--- src/rtl/lenet_layer_sequencer.sv ---
`default_nettype none
// ============================================================================
// Module  : lenet_layer_sequencer
// Brief   : Walks the LeNet-5 layers, presents per-layer geometry, handshakes
//           start/done with the shared layer datapath under a watchdog.
// Rev     : 1.0
// ============================================================================
module lenet_layer_sequencer #(
    parameter int NUM_LAYERS     = 6,
    parameter int MAX_M          = 784,
    parameter int MAX_K          = 150,
    parameter int MAX_N          = 32,
    parameter int TIMEOUT_CYCLES = 1 << 20
) (
    input  logic                     clk,
    input  logic                     rst,
    input  logic                     i_run,
    input  logic                     i_abort,
    input  logic                     i_layer_done,
    output logic                     o_layer_start,
    output logic [3:0]               o_layer,
    output logic [3:0]               o_x1,
    output logic [3:0]               o_x2,
    output logic [5:0]               o_x3,
    output logic [5:0]               o_x4,
    output logic [5:0]               o_y1,
    output logic [5:0]               o_y2,
    output logic [5:0]               o_y3,
    output logic [2:0]               o_stride,
    output logic [5:0]               o_next_y1,
    output logic [5:0]               o_next_y2,
    output logic [5:0]               o_next_y3,
    output logic [$clog2(MAX_M):0]   o_m,
    output logic [$clog2(MAX_M):0]   o_mij,
    output logic [$clog2(MAX_M):0]   o_padding_m,
    output logic [$clog2(MAX_K):0]   o_k,
    output logic [$clog2(MAX_N):0]   o_n,
    output logic                     o_busy,
    output logic                     o_net_done,
    output logic                     o_timeout_err
);

    localparam int MW  = $clog2(MAX_M) + 1;
    localparam int KW  = $clog2(MAX_K) + 1;
    localparam int NW  = $clog2(MAX_N) + 1;
    localparam int WDW = (TIMEOUT_CYCLES > 1) ? $clog2(TIMEOUT_CYCLES) : 1;
    localparam logic [WDW-1:0] c_WD_LIMIT = WDW'(TIMEOUT_CYCLES - 1);

    localparam logic [2:0] S_IDLE  = 3'd0;
    localparam logic [2:0] S_LOAD  = 3'd1;
    localparam logic [2:0] S_CALC  = 3'd2;
    localparam logic [2:0] S_ISSUE = 3'd3;
    localparam logic [2:0] S_BUSY  = 3'd4;
    localparam logic [2:0] S_DONE  = 3'd5;
    localparam logic [2:0] S_ERR   = 3'd6;

    // Packed ROM word: {X1[4], X2[4], X3[6], X4[6], Y1=Y2[6], Y3[6], sb, pad}
    function automatic logic [33:0] rom_entry(input logic [3:0] idx);
        case (idx)
            4'd0:    rom_entry = {4'd5, 4'd5, 6'd1,  6'd6,  6'd32, 6'd1,  1'b0, 1'b1};
            4'd1:    rom_entry = {4'd3, 4'd3, 6'd6,  6'd6,  6'd29, 6'd6,  1'b1, 1'b0};
            4'd2:    rom_entry = {4'd5, 4'd5, 6'd6,  6'd16, 6'd14, 6'd6,  1'b0, 1'b1};
            4'd3:    rom_entry = {4'd3, 4'd3, 6'd16, 6'd16, 6'd11, 6'd16, 1'b1, 1'b0};
            4'd4:    rom_entry = {4'd1, 4'd1, 6'd16, 6'd32, 6'd1,  6'd16, 1'b0, 1'b0};
            4'd5:    rom_entry = {4'd1, 4'd1, 6'd32, 6'd10, 6'd1,  6'd32, 1'b0, 1'b0};
            default: rom_entry = '0;
        endcase
    endfunction

    logic [2:0]     r_state;
    logic [2:0]     w_state_nxt;
    logic [WDW-1:0] r_wdog;
    logic [5:0]     r_mij2;
    logic           r_pad;

    logic           w_last;
    logic           w_wd_hit;
    logic [33:0]    w_rom;
    logic [33:0]    w_rom_nxt;
    logic [5:0]     w_diff1;
    logic [5:0]     w_diff2;
    logic [5:0]     w_mij;
    logic [5:0]     w_mij2;

    assign w_last    = (o_layer == 4'(NUM_LAYERS - 1));
    assign w_wd_hit  = (r_wdog == c_WD_LIMIT);
    assign w_rom     = rom_entry(o_layer);
    assign w_rom_nxt = w_last ? 34'd0 : rom_entry(o_layer + 4'd1);
    assign w_diff1   = w_rom[13:8] - {2'b00, w_rom[33:30]};
    assign w_diff2   = w_rom[13:8] - {2'b00, w_rom[29:26]};
    assign w_mij     = (w_diff1 >> w_rom[1]) + 6'd1;
    assign w_mij2    = (w_diff2 >> w_rom[1]) + 6'd1;

    always_ff @(posedge clk or posedge rst) begin
        if (rst) r_state <= S_IDLE;
        else     r_state <= w_state_nxt;
    end

    always_comb begin
        w_state_nxt = r_state;
        if (i_abort) begin
            w_state_nxt = S_IDLE;
        end else begin
            case (r_state)
                S_IDLE:  if (i_run) w_state_nxt = S_LOAD;
                S_LOAD:  w_state_nxt = S_CALC;
                S_CALC:  w_state_nxt = S_ISSUE;
                S_ISSUE: w_state_nxt = S_BUSY;
                S_BUSY: begin
                    if (i_layer_done) w_state_nxt = w_last ? S_DONE : S_LOAD;
                    else if (w_wd_hit) w_state_nxt = S_ERR;
                end
                S_DONE:  if (i_run) w_state_nxt = S_LOAD;
                S_ERR:   w_state_nxt = S_ERR;
                default: w_state_nxt = S_IDLE;
            endcase
        end
    end

    always_comb begin
        o_layer_start = (r_state == S_ISSUE) && !i_abort;
        o_busy        = (r_state != S_IDLE) && (r_state != S_DONE) && (r_state != S_ERR);
        o_net_done    = (r_state == S_DONE);
    end

    // Watchdog reads 0 during ISSUE, so reaching the limit lands ERR
    // exactly TIMEOUT_CYCLES clocks after the start pulse.
    always_ff @(posedge clk or posedge rst) begin
        if (rst) begin
            r_wdog        <= '0;
            o_layer       <= 4'd0;
            o_timeout_err <= 1'b0;
        end else begin
            r_wdog <= ((r_state == S_ISSUE) || (r_state == S_BUSY)) ? r_wdog + 1'b1 : '0;
            if (i_abort) begin
                o_layer       <= 4'd0;
                o_timeout_err <= 1'b0;
            end else if (((r_state == S_IDLE) || (r_state == S_DONE)) && i_run) begin
                o_layer <= 4'd0;
            end else if ((r_state == S_BUSY) && i_layer_done) begin
                o_layer <= w_last ? 4'(NUM_LAYERS) : o_layer + 4'd1;
            end else if ((r_state == S_BUSY) && w_wd_hit) begin
                o_timeout_err <= 1'b1;
            end
        end
    end

    always_ff @(posedge clk or posedge rst) begin
        if (rst) begin
            o_x1 <= '0;  o_x2 <= '0;  o_x3 <= '0;  o_x4 <= '0;
            o_y1 <= '0;  o_y2 <= '0;  o_y3 <= '0;  o_stride <= '0;
            o_next_y1 <= '0;  o_next_y2 <= '0;  o_next_y3 <= '0;
            o_mij <= '0;  o_m <= '0;  o_padding_m <= '0;  o_k <= '0;  o_n <= '0;
            r_mij2 <= '0;  r_pad <= 1'b0;
        end else if (!i_abort && (r_state == S_LOAD)) begin
            o_x1      <= w_rom[33:30];
            o_x2      <= w_rom[29:26];
            o_x3      <= w_rom[25:20];
            o_x4      <= w_rom[19:14];
            o_y1      <= w_rom[13:8];
            o_y2      <= w_rom[13:8];
            o_y3      <= w_rom[7:2];
            o_stride  <= 3'd1 << w_rom[1];
            o_next_y1 <= w_rom_nxt[13:8];
            o_next_y2 <= w_rom_nxt[13:8];
            o_next_y3 <= w_rom_nxt[7:2];
            o_n       <= NW'(w_rom[19:14]);
            o_mij     <= MW'(w_mij);
            r_mij2    <= w_mij2;
            r_pad     <= w_rom[0];
        end else if (!i_abort && (r_state == S_CALC)) begin
            o_m         <= o_mij * MW'(r_mij2);
            o_padding_m <= (o_mij + MW'(r_pad)) * (MW'(r_mij2) + MW'(r_pad));
            o_k         <= KW'(o_x3) * KW'(o_x2) * KW'(o_x1);
        end
    end

endmodule
`default_nettype wire

--- config.mk ---
export PLATFORM = sky130hd
export DESIGN_NAME = lenet_layer_sequencer
export DESIGN_NICKNAME = d
export VERILOG_FILES = /design/src/rtl/lenet_layer_sequencer.sv
export SDC_FILE = /design/constraint.sdc
export NUM_CORES = 1
export LEC_CHECK = 0
export ABC_AREA = 0
export CAP_MARGIN = 10
export CORE_UTILIZATION = 50
export DETAILED_ROUTE_END_ITERATION = 10
export PLACE_DENSITY_LB_ADDON = 0.08
export SLEW_MARGIN = 30
export SYNTH_ARGS = -nofsm -noshare
export SYNTH_HDL_FRONTEND = slang
export SYNTH_SLANG_ARGS = --single-unit
--- constraint.sdc ---
create_clock -name clk -period 13.95 [get_ports clk]
set_input_delay 2.79 -clock clk [delete_from_list [all_inputs] [get_ports clk]]
set_output_delay 2.79 -clock clk [all_outputs]
set_load 0.01 [all_outputs]
==> metrics.log <==
[metrics] Iter 0 DRT Violations: 139
[metrics] highest net fanout along the worst path: 8
[metrics] gp weighted congestion: approximately 0.84
[metrics] worst slew slack as a fraction of its limit: between 40% and 50%
[metrics] transition time at the pin with the least slew margin: roughly 0.79 ns
[metrics] gr ovfl total: 0
[metrics] Static Leak: 4.00 nW
[metrics] area share of the leading cell type in the synthesized netlist: between 30 and 40%
[metrics] maximum achievable frequency: between 100 and 150 MHz
[metrics] final setup violation count: 0
[metrics] endpoint kind of the worst setup timing path: output pin
[metrics] Routed Wire Length: around 14000 um
[metrics] TritonCTS clock tree: yes
[metrics] buffers and inverters on the worst path: 2
[metrics] ratio of total power to cell area: approximately 150 mW/mm2
[metrics] antenna fix cells: 0
[metrics] area inside the core boundary: roughly 0.014 mm2
[metrics] Most Frequent Cell on Critical Path: sky130_fd_sc_hd__clkdlybuf4s50_1
[metrics] Mean Syn Cell Area: between 9 and 10 um2
[metrics] clock root buffer: sky130_fd_sc_hd__clkbuf_16
[metrics] I/O Pins: 120
[metrics] clock-pin slew on the worst setup and hold paths: ~0.060 ns
[metrics] CP Class: in -> out
[metrics] number of detailed-route iterations in the first pass: 4
[metrics] number of nets with antenna violations after routing: 0
[metrics] count of max-cap constraint violations: 0
[metrics] highest-delay cell along the critical path: sky130_fd_sc_hd__clkdlybuf4s50_1
[metrics] FF+latch count, synth: 86
[metrics] number of nets in the layout: between 900 and 1000
[metrics] worst endpoint required time: 11.16 ns
[metrics] number of warnings issued by yosys: 0
[metrics] post-synthesis cell count: slightly below 800
[metrics] CTS HTree Levels: 3
[metrics] ranking of synthesized cells by area: sky130_fd_sc_hd__dfrtp_1 (30%), sky130_fd_sc_hd__ha_1 (12%), sky130_fd_sc_hd__fa_1 (8.5%), sky130_fd_sc_hd__buf_4 (5.3%), sky130_fd_sc_hd__nand2_1 (4.6%)
[metrics] cells along the critical path: clkdlybuf4s50_1 -> nor3_1 -> clkdlybuf4s50_1
[metrics] family with the most delay on the worst path: buffers and inverters
[metrics] wire length of the first global-routing pass: approximately 25000 um
[metrics] initial antenna violation count: 0
[metrics] # DRC: 0
[metrics] number of buffers added on ports: around 100
[metrics] Synth area leader: sky130_fd_sc_hd__dfrtp_1
[metrics] final count of hold timing violations: 0
[metrics] number of enable flip-flop cells after synthesis: 0
[metrics] Final min period: about 6.9 ns
[metrics] Layout area overhead: 15.9%
[metrics] width of the die: 121 um
[metrics] Hold WS: roughly 0.48 ns
[metrics] period utilization: between 40% and 50%
[metrics] overall track demand over capacity in global routing: between 20% and 30%
[metrics] Worst EP arrival: just over 4 ns
[metrics] share of the core filled with cells: 59.4%
[metrics] PnR worst setup slack: about 7.0 ns
[metrics] worst skew pair latency: 0.34 ns
[metrics] detailed-route wire length per cell: ~14 um
[metrics] critical path's largest stage delay: 0.57 ns
[metrics] Synth Flop Type: sky130_fd_sc_hd__dfrtp_1
[metrics] Hold Buf Count CTS: 0
[metrics] via/cell ratio: about 5.2
[metrics] Seq/Total Area, Yosys: a little under a third
[metrics] final max-slew violation count: 0
[metrics] number of buffers inserted to repair setup after CTS: 0
[metrics] area of the mapped netlist: slightly above 0.007 mm2
[metrics] sum of internal, switching and leakage power: 1.23 mW
[metrics] via count: 5302
[metrics] number of clock buffers inserted by TritonCTS: 9
[metrics] initial core utilization: about half
[metrics] vias in the first global route: approximately 5400
[metrics] Row Count: 43
[metrics] worst min-delay path category: reg -> reg
[metrics] pin count of the biggest net entering global routing: between 80 and 90
[metrics] most frequent cells in the layout: sky130_fd_sc_hd__clkdlybuf4s50_1 (104), sky130_fd_sc_hd__nand2_1 (87), sky130_fd_sc_hd__dfrtp_1 (86)
[metrics] Fin Clk Skew: 0.00690 ns
[metrics] unrepaired setup endpoints after global routing: false
[metrics] die extent in y: between 100 and 150 um
[metrics] post-placement setup slack: 7.06 ns
[metrics] post-synthesis async set-or-reset flop share: 100%
[metrics] Post-DP HPWL: 10600 um
[metrics] Setup Total Neg Slack: 0 ns
[metrics] clock tree buffer depth: 2
[metrics] most common library cell in the layout ignoring fill and taps: sky130_fd_sc_hd__clkdlybuf4s50_1
[metrics] crit start category: input port
[metrics] run status: finished, final reports clean
[metrics] TritonCTS sink count: 86
[metrics] Synth cell types: 62
[metrics] total die area: about 0.015 mm2
[metrics] Resize count post-CTS: 0
[metrics] layout cells sized above 1: ~5.9%
[metrics] worst ir drop on vdd: a little over 0.07 mV
[worst paths after layout]
path / startpoint / end / slack, ns / cells after the start
max: i_abort / o_layer_start / 7.04 / 3
min: r_wdog[0] / r_wdog[0] / 0.48 / 1
max reg2reg: o_x2[2] / o_padding_m[10] / 8.55 / 21
min reg2reg: r_wdog[0] / r_wdog[0] / 0.48 / 1
max in group asynchronous: rst / o_padding_m[9] / 10.43 / 3
min in group asynchronous: rst / r_wdog[7] / 3.00 / 3
[stage by stage]
stage,instance area [um2],instances
3_5_place_dp,7940,999
4_1_cts,8220,1014
2_1_floorplan,7150,793
3_3_place_gp,7940,999
6_report,8220,1014
5_1_grt,8220,1014
[cell type report]
cell class,count,area [um2]
Fill cell,1212,5610
Clock inverter,5,36.3
Multi-Input combinational cell,551,4200
Sequential cell,86,2150
Timing Repair Buffer,107,1070
Tap cell,180,225
Inverter,75,297
Clock buffer,10,239
[power breakdown]
group	leakage, nW	internal [mW]	switching (mW)	total [mW]
clock	0.127	0.125	0.102	0.227
sequential	1.14	0.294	0.0569	0.351
combinational	2.73	0.323	0.329	0.652
[state kept, by name, indices dropped and copies added (netlist names)]
register,cells
r_state,3
o_next_y2,5
o_padding_m,10
o_x3,2
o_x2,2
r_wdog,20
o_y2,5
o_layer,4
o_timeout_err,1
o_n,4
o_k,9
o_next_y3,3
o_stride,2
r_mij2,6
o_m,10
[logic make-up after synthesis]
kind of cell               after synthesis  synth area share (%)
buffers and inverters                  156                  11.2
other                                    1                0.0529
muxes                                   19                  2.95
DFF                                     86                  30.4
and+or+nand+nor                        233                  15.7
xor gates and xnor gates                62                  8.26
AOI/OAI and AO/OA                      121                  10.8
adders and majority gates               99                  20.7
[routing by layer]
layer  GRT usage [%]  vias to the layer above  wire length [um]
li1                -                     2588                 -
met2            36.7                      132              7140
met1            26.9                     2568              6520
met5               0                        -                 0
met3            3.01                       14               522
met4            7.79                        0               193
[synthesized netlist by cell type, types with 9 or more instances]
master and n:
sky130_fd_sc_hd__xnor2_1 32, sky130_fd_sc_hd__ha_1 69, sky130_fd_sc_hd__clkbuf_1 25, sky130_fd_sc_hd__and2_1 43, sky130_fd_sc_hd__xor2_1 26, sky130_fd_sc_hd__fa_1 30
sky130_fd_sc_hd__a21oi_1 23, sky130_fd_sc_hd__o21ai_0 23, sky130_fd_sc_hd__mux2_2 14, sky130_fd_sc_hd__and3_1 9, sky130_fd_sc_hd__nor2_1 46, sky130_fd_sc_hd__nand3_1 12
sky130_fd_sc_hd__inv_1 72, sky130_fd_sc_hd__dfrtp_1 86, sky130_fd_sc_hd__buf_4 50, sky130_fd_sc_hd__o21ai_1 24, sky130_fd_sc_hd__nand2_1 87
No activity file was read; power rests on OpenSTA's default activity.
